==> config.mk <==
export PLATFORM = sky130hd
export DESIGN_NAME = multibyte_add_ctrl
export DESIGN_NICKNAME = d
export VERILOG_FILES = /design/src/rtl/multibyte_add_ctrl.sv
export SDC_FILE = /design/constraint.sdc
export NUM_CORES = 1
export LEC_CHECK = 0
export ABC_CLOCK_PERIOD_IN_PS = 8440
export BUFFER_PORTS_ARGS = -buffer_cell sky130_fd_sc_hd__buf_4
export CAP_MARGIN = 20
export CORE_ASPECT_RATIO = 0.75
export CORE_MARGIN = 2
export CORE_UTILIZATION = 59
export CTS_CLUSTER_DIAMETER = 60
export CTS_CLUSTER_SIZE = 24
export DETAILED_ROUTE_END_ITERATION = 12
export GPL_ROUTABILITY_DRIVEN = 0
export PLACE_DENSITY = 0.95
export SLEW_MARGIN = 0
export SYNTH_ARGS = -nofsm -noshare
export SYNTH_HDL_FRONTEND = slang
export SYNTH_HIERARCHICAL = 1
export SYNTH_SLANG_ARGS = --single-unit
export TNS_END_PERCENT = 10
==> constraint.sdc <==
create_clock -name clk -period 8.44 [get_ports clk]
set_clock_uncertainty 0.15 [all_clocks]
set_input_delay 2.532 -clock clk [delete_from_list [all_inputs] [get_ports clk]]
set_output_delay 2.532 -clock clk [all_outputs]
set_load 0.1 [all_outputs]
==> src/rtl/multibyte_add_ctrl.sv <==
// Byte-serial W-bit add/subtract sequencer: one shared 8-bit adder, LSB byte first,
// carry chained through a register between cycles.
module eight_bit_adder (
  input  logic [7:0] a,
  input  logic [7:0] b,
  input  logic       cin,
  output logic [7:0] s,
  output logic       cout
);
  assign {cout, s} = {1'b0, a} + {1'b0, b} + {8'd0, cin};
endmodule

module multibyte_add_ctrl #(
  parameter int NBYTES = 4,
  localparam int W     = 8 * NBYTES
) (
  input  logic         clk,
  input  logic         rst_n,
  input  logic         start,
  input  logic         sub,
  input  logic [W-1:0] a,
  input  logic [W-1:0] b,
  output logic         ready,
  output logic         busy,
  output logic         done,
  output logic [W-1:0] sum,
  output logic         cout,
  output logic         ovf
);
  localparam int IW = $clog2(NBYTES);

  typedef enum logic [1:0] {IDLE, RUN, DONE} state_t;

  state_t         state, nxt;
  logic [W-1:0]   a_reg, b_eff, sum_q;
  logic [IW-1:0]  idx;
  logic           cy, cout_q, ovf_q;
  logic [7:0]     add_s;
  logic           add_c;
  logic           accept, last;
  logic [IW+2:0]  boff;

  assign accept = start && (state != RUN);
  assign last   = (idx == IW'(NBYTES - 1));
  assign boff   = {idx, 3'b000};

  eight_bit_adder u_add (
    .a   (a_reg[boff +: 8]),
    .b   (b_eff[boff +: 8]),
    .cin (cy),
    .s   (add_s),
    .cout(add_c)
  );

  always_ff @(posedge clk) begin
    if (!rst_n) state <= IDLE;
    else        state <= nxt;
  end

  always_comb begin
    nxt = state;
    case (state)
      IDLE:    if (start) nxt = RUN;
      RUN:     if (last)  nxt = DONE;
      DONE:    nxt = start ? RUN : IDLE;
      default: nxt = IDLE;
    endcase
  end

  always_comb begin
    ready = (state == IDLE) || (state == DONE);
    busy  = (state == RUN);
    done  = (state == DONE);
  end

  // Subtract is a + ~b + 1: invert B once at accept and seed the carry with sub.
  always_ff @(posedge clk) begin
    if (!rst_n) begin
      a_reg  <= '0;
      b_eff  <= '0;
      sum_q  <= '0;
      idx    <= '0;
      cy     <= 1'b0;
      cout_q <= 1'b0;
      ovf_q  <= 1'b0;
    end else if (accept) begin
      a_reg <= a;
      b_eff <= sub ? ~b : b;
      cy    <= sub;
      idx   <= '0;
    end else if (state == RUN) begin
      sum_q[boff +: 8] <= add_s;
      cy               <= add_c;
      if (last) begin
        idx    <= '0;
        cout_q <= add_c;
        ovf_q  <= (a_reg[W-1] == b_eff[W-1]) && (add_s[7] != a_reg[W-1]);
      end else begin
        idx <= idx + 1'b1;
      end
    end
  end

  assign sum  = sum_q;
  assign cout = cout_q;
  assign ovf  = ovf_q;
endmodule

---- Yosys cells after proc, flatten, opt, wreduce, memory -nomap -nowiden ----
Index checks and enable logic that the tools add are counted.
word-level totals
  bits in registers ....................... 103
  word-level logic and storage cells ...... 45
cells by class
  $add $sub $neg .......................... 4
  eq/ne operators ......................... 8
  shift-type cells ........................ 4
  multiplexer cells ....................... 9
  bitwise operators ....................... 3
  reduce and logical (&&, ||, !) cells .... 9
operators with widths
  kind                                                                    number
  32-bit by 6-bit variable part select with 8-bit output                  2
  32-bit bitwise mux                                                      1
  32-bit two-way mux                                                      1
  32-bit inverter                                                         1
  8-bit by 7-bit variable shift with 32-bit output, first input constant  1
  8-bit by 7-bit variable part select with 32-bit output                  1
  8-bit by 8-bit adder with 9-bit output                                  1
  9-bit by 1-bit adder with 9-bit output                                  1
  5-bit negation with 7-bit output                                        1
  2-bit two-way mux                                                       3
  2-bit case mux with 3 select lines                                      1
  2-bit equality test, second input constant                              2
  2-bit by 1-bit != test with 1-bit output, second input constant         2
  2-bit AND reduction                                                     2
  1-bit two-way mux                                                       3
  3-bit AND reduction                                                     1
  2-bit by 1-bit adder with 2-bit output, second input constant           1
  2-bit by 1-bit equality test with 1-bit output, second input constant   1
  1-bit logical AND                                                       2
  2-bit logical NOT                                                       1
  2-bit != test, second input constant                                    1
  1-bit inverter                                                          2
  2-bit nonzero test                                                      1
  2-bit OR reduction                                                      1
  3 further kinds                                                         3

---- Longest topological paths before layout ----
Gate-level depths: netlist of the first run.
  depth after elaboration ................. 5
  mapped depth ............................ 11
  mapped depth without buffers ............ 9

---- By module ----
The synthesis of the first run kept the hierarchy.
modules (own cells, without submodules)
  module              instances  cells each  area each (um2)
  multibyte_add_ctrl  1          461         4526.8
  eight_bit_adder     1          40          331.6

---- Worst setup path after synthesis of the first run ----
OpenSTA, ideal clock, no wires.
  path type ............................... reg2out
  from .................................... register state[0]
  to ...................................... output port done
  arrival time ............................ 1.680 ns
  required time ........................... 5.758 ns
  path slack .............................. 4.078 ns
  stages on the path, launching flop included .. 2
  buffers on the path ..................... 0
  cell sequence ........................... dfxtp_1 -> nor2b_1
between the ends
  cells in the longest elaborated chain, start to end .. 1
RTL lines
  element                 line  RTL
  start, declared         34    state_t state, nxt;
  start signal, assigned  57    else state <= nxt;
  2-bit equality test     73    done = (state == DONE);
  end, declared           25    output logic done,
Every way passes these cells.

---- Final worst setup path of the first run ----
  from .................................... register state[1]
  to ...................................... output port busy
between the ends
  cells in the longest elaborated chain, start to end .. 1
RTL lines
  element                                         line  RTL
  2-bit by 1-bit equality test with 1-bit output  72    busy = (state == RUN);
  end, declared                                   24    output logic busy,
Every way passes these cells.

==> results of run 1 <==
==> synthesized netlist by cell type (2+ instances only) <==
master and number:
ha_1 13, and3b_1 3, nor4_4 2, buf_1 5, nand3_1 36, o21ai_0 31
a311o_1 2, clkbuf_1 16, xnor2_1 34, inv_2 3, a211oi_1 33, inv_1 7
buf_6 3, nor3_1 5, o21ai_1 3, fa_1 2, xor2_1 2, a21oi_2 3
nand2b_1 3, nor2_1 4, mux4_2 16, a21o_1 2, nand3b_1 2, nand2_1 24
buf_2 19, a21oi_1 73, nor2b_1 2, o21a_1 2, a22o_1 16, dfxtp_1 103
o22ai_1 15, nand4_1 2
==> cell families (layout without fill, tap and decap cells) <==
kind of cell             count (synthesis)  count (layout)  synth area share
adder cells (fa/ha/maj)                 15              15           0.04172
AND/OR/NAND/NOR                         91              91            0.1074
buffers and inverters                   55             133           0.05305
AO/OA/AOI/OAI                          184             184            0.2323
multiplexers                            17              17           0.07623
flip-flops                             103             103            0.4244
XOR/XNOR                                36              36           0.06490
==> area by class of cell <==
cell class                 count  share of cell area
multi-input combinational    343              0.4375
clock inverter                 6             0.01616
sequential                   103              0.3550
inverter                      10            0.006463
timing repair buffer         108              0.1409
clock buffer                   9             0.02133
tap                          105             0.02262
==> path summary, 6_finish.rpt <==
kind / endpoint / depth (start not counted) / startpoint / slack, ns
hold reg to reg: sum[14] / 2 / sum[14] / 0.33
setup / recovery: busy / 4 / state[1] / 3.48
hold / removal: sum[14] / 2 / sum[14] / 0.33
setup reg to reg: ovf / 9 / idx[0] / 4.49
==> routing by layer <==
metal / vias up / track usage / share of wire / wire length, um
met4: 0 / 0.1256 / 0.023 / 282
met3: 30 / 0.06515 / 0.088 / 1098
met1: 2012 / 0.3699 / 0.41 / 5148
met5: - / 0 / 0 / 0
met2: 230 / 0.4781 / 0.48 / 5992
li1: 1995 / - / - / -
==> stage by stage <==
stage / cells / cell area (sq um)
after CTS: 683 / 5793
final: 684 / 5808
after global placement: 668 / 5575
after floorplan: 501 / 4858
after global routing: 684 / 5808
after detailed placement: 668 / 5575
==> worst max-delay path, cell delays in order, from the launching register on <==
cell and delay (ns):
dfxtp_1 0.35, nand2b_2 0.12, buf_4 0.59, inv_2 0.46, buf_4 0.36
==> power groups by stage <==
stage               Clock (mW)  Combinational [mW]  Sequential [mW]
finish                   0.341               0.232            0.531
global route             0.363               0.248            0.534
CTS                      0.342               0.228            0.530
detailed placement           0               0.226            0.541
global placement             0               0.218            0.539
floorplan                    0               0.148            0.553
==> metrics.cfg, run 1 <==
[worst_setup_path]
cp-end-kind=primary output
critical_path_required_ns=5.76
cp-start-kind=flip-flop
crit_fanout=75
path_class=reg -> out
cp.arrival_ns=2.28

[layout]
final.fill_count=514
fin_nets=658
syn_to_final_growth_pct=19.55
multi_input_area_sq_mm=0.002541
antenna_cells=0
final-seq-area_sq_mm=0.002062
final_layout_size_suffix_gt1_frac=0.2642
mostFrequentLayoutCells=buf_4 (107), dfxtp_1 (103), a21oi_1 (73)
final_common_cell=buf_4
postLayoutCoreUtil=0.7303

[pwr]
power_frac_clock=0.309
peakVddDrop_mv=0.1026
seqPwrFrac=0.481
combPwrFrac=0.210
powerDensity_mw_per_mm2=190.2
switchingPower_mw=0.3318
p_int_mw=0.7726
swShare=0.3004
leakage_nw=2.269
power_mw=1.104

[cts]
clock_path_buffers=2
clk_latency_ns=0.38
postCtsHoldBufs=0
clock-sinks=103
cts_tree=done
cts-htree-levels=3
post_cts_buffers=0
cts_resized=0
cts_made_buffers=9
clockRootBuffer=clkbuf_8
clk_pin_slew_ns=0.09

[routing]
wl_per_cell_um=18.31
route.vias.total=4267
drtIter0Drc=375
dr.pass1.iters=5
drc=0
drt-total-wl_mm=12.52
via_per_inst=6.238
ant_nets=0

[floorplanning]
die_h_um=82.59
fp.dieW_um=108.8
dieArea_sq_mm=0.008984
start_util=0.6109
std_cell_rows=28
ios=105
coreArea_sq_mm=0.007953

[global_route]
grt_pass1_wl_mm=19.84
grt-ovfl-total=0
grt_use_total=0.2899
grt_pass1_vias=4051
antenna_found_initial=0
grt_max_degree=76

[outcome]
outcome=complete, no violations

[synthesis]
synth_top_area_share=0.4244
yosysWarnings=6
netlist_area_sq_mm=0.004858
synth_ff_type=dfxtp_1
syn_area_per_cell_sq_um=9.697
yosysUniqueCellTypes=47
synthTopCellsByArea=dfxtp_1 (42%), a21oi_1 (7.5%), mux4_2 (7.4%), xnor2_1 (6.1%), a211oi_1 (5.1%)
synth-seq-cells=103
synth.yosys.seq_area_share=0.4244
synth_top_area_cell=dfxtp_1
synthesis.nets=584
async_reset_ff_frac=0
synth_edf_count=0
syn_inst=501

[place]
dp_slack_ns=3.243
hpwlAfterDp_mm=8.541
port_buffers=104

[sta]
relSlewSlack=0.3231
tns_ns=0
fin_crit_ns=4.961
min_period_over_period=0.5878
finalHoldViolations=0
rsz0062_at_grt=no
fmax_ghz=0.2016
drv_slew=0
finalSetupViolCount=0
worst_slack_ns=3.479
hold_ws_ns=0.3290
worstMarginPinSlew_ns=1.014

[hold_path]
hold_class=reg -> reg

[flow_run]
maxCapViolCount=0

Note: power is estimated with default switching activity, not from simulation.
==> run 2, diff against run 1 <==
ABC_CLOCK_PERIOD_IN_PS = 5000   (was 8440)
CORE_UTILIZATION = 54   (was 59)
PLACE_DENSITY = 0.89   (was 0.95)
clock period = 5 ns   (was 8.44 ns; I/O delays follow)
==> run 2 against run 1 <==
  * Worst setup slack got worse by 2.4 ns
  * Clock-buffer cell count did not move
  * Core utilization fell by 4.6 points
  * Routed wire length rose by 4.6%
  * Clock power rose by 94%
  * Die area rose by 8.9%
  * Worst hold slack got worse by 0.0042 ns
  * Sequential share of layout area fell by 0.45 points
  * Register-to-register slack got worse by 3.4 ns
  * Cell count rose by 0.88%
==> metrics.cfg, run 2 (synthesis gave the netlist of run 1 again) <==
[outcome]
outcome=complete, no violations

[worst_setup_path]
r2r_setup_slack_ns=1.08  ; -3.41 ns
cp-start-kind=flip-flop
path_class=reg -> reg
crit_buf_inv=1  ; -2
path_cells=buf_4, mux4_2, ha_1, nand3_1, a21o_1, o211ai_1, and3b_1, a2111oi_0, nor3_1
critical_path_required_ns=5.05  ; -0.71 ns
cp.arrival_ns=3.97  ; +1.69 ns
cpMaxStageDelayCell=dfxtp_1
crit_path_max_incr_delay_ns=0.80  ; +0.21 ns
cp_top_family=compound AO/OA/AOI/OAI gates
cp-end-kind=flip-flop
crit_fanout=13  ; -83%

[floorplanning]
std_cell_rows=29  ; +3.6%
coreArea_sq_mm=0.008600  ; +8.1%
ios=105  ; unchanged
fp.dieW_um=113.5  ; +4.4%
dieArea_sq_mm=0.009780  ; +8.9%
die_h_um=86.15  ; +4.3%
start_util=0.5650  ; -0.04595

[cts]
cts_resized=0  ; unchanged
cts-htree-levels=3  ; unchanged
clk_latency_ns=0.35  ; -0.03 ns
cts_made_buffers=9  ; unchanged
postCtsHoldBufs=0  ; unchanged
clockRootBuffer=clkbuf_16
clk_pin_slew_ns=0.07  ; -0.02 ns
cts_tree=done
clock-sinks=103  ; unchanged
clock_path_buffers=2  ; unchanged
post_cts_buffers=0  ; unchanged

[pwr]
peakVddDrop_mv=0.1763  ; +72%
powerDensity_mw_per_mm2=332.4  ; +75%
leakage_nw=2.301  ; +1.4%

[place]
dp_cells=674  ; +0.90%
hpwlAfterDp_mm=9.436  ; +10%
port_buffers=104  ; unchanged

[sta]
finalSetupViolCount=0  ; unchanged
relSlewSlack=0.4105  ; +0.08733
fin_crit_ns=3.918
fmax_ghz=0.2552
min_period_over_period=0.7836
rsz0062_at_grt=no
finalHoldViolations=0  ; unchanged
drv_slew=0  ; unchanged
worstMarginPinSlew_ns=0.8831  ; -0.1308 ns
tns_ns=0  ; unchanged

[routing]
drtIter0Drc=400  ; +6.7%
wl_met1_mm=5.566  ; +8.1%
routed-wl-met3_mm=1.225  ; +12%
ant_nets=0  ; unchanged
via_per_inst=6.325  ; +1.4%
dr.pass1.iters=7  ; +2
route.vias.total=4364  ; +2.3%
drt-total-wl_mm=13.10  ; +4.6%
wl_met2_mm=5.955  ; -0.62%
top_layer=met4
wl_per_cell_um=18.99  ; +3.7%
drc=0  ; unchanged

[flow_run]
maxCapViolCount=0  ; unchanged

[layout]
final_cells=690  ; +0.88%
final_common_cell=buf_4
antenna_cells=0  ; unchanged
syn_to_final_growth_pct=21.09
final.fill_count=635  ; +24%
postLayoutCoreUtil=0.6841  ; -0.04621
mostFrequentLayoutCells=buf_4 (110), dfxtp_1 (103), a21oi_1 (73)
final_layout_size_suffix_gt1_frac=0.2680  ; +0.003793
fin_nets=660  ; +0.30%

[global_route]
grt_max_degree=75  ; -1.3%
grt_pass1_wl_mm=20.76  ; +4.7%
antenna_found_initial=0  ; unchanged
grt_use_total=0.2709  ; -0.01897
grt-ovfl-total=0  ; unchanged
grt_pass1_vias=4031  ; -0.49%

[hold_path]
hold_class=reg -> reg

==> run 2: worst paths after layout <==
kind / from / to / depth (start not counted)
worst max register to register: idx[0] / ovf / 9
worst max-delay path: idx[0] / ovf / 9
worst min-delay path: sum[24] / sum[24] / 2
worst min register to register: sum[24] / sum[24] / 2
==> run 2: through the flow <==
| stage | hold WS [ns] | total power, mW | area [sq um] | worst slack, ns |
|---|---|---|---|---|
| 4_1_cts | 0.3246 | 1.949 | 5883 | 1.109 |
| 2_1_floorplan | 0.3005 | 1.184 | 4858 | 1.670 |
| 5_1_grt | 0.3421 | 2.026 | 5883 | 0.8387 |
| 6_report | 0.3248 | 1.956 | 5883 | 1.082 |
| 3_3_place_gp | 0.3081 | 1.286 | 5602 | 1.364 |
| 3_5_place_dp | 0.3148 | 1.304 | 5602 | 1.123 |
==> run 2: tightest hold or removal path, cell delays in order, from the launching register on <==
cell,delay [ns]
dfxtp_1,0.32
nand2_1,0.05
o22ai_1,0.06
==> run 2: report_power, final <==
part / switching, mW / internal, mW / total [mW] / leakage, nW
clock network: 0.318 / 0.342 / 0.660 / 0.130
registers: 0.0388 / 0.867 / 0.905 / 0.843
logic: 0.234 / 0.156 / 0.390 / 1.33
==> run 2: cell type report <==
cell class / instances / area, sq um / share of cell area
clock buffers: 9 / 225.2 / 0.03828
well taps: 108 / 135.1 / 0.02297
inverters: 10 / 37.54 / 0.006380
flip-flops and latches: 103 / 2062 / 0.3505
multi-input cells: 343 / 2541 / 0.4319
repair buffers: 110 / 825.8 / 0.1404
clock inverters: 7 / 56.30 / 0.009570
==> run 2: per-layer routing <==
layer,GRT usage,up-vias
met5,0,-
met4,0.1009,0
met3,0.05866,42
met2,0.4279,259
met1,0.3685,2058
li1,-,2005
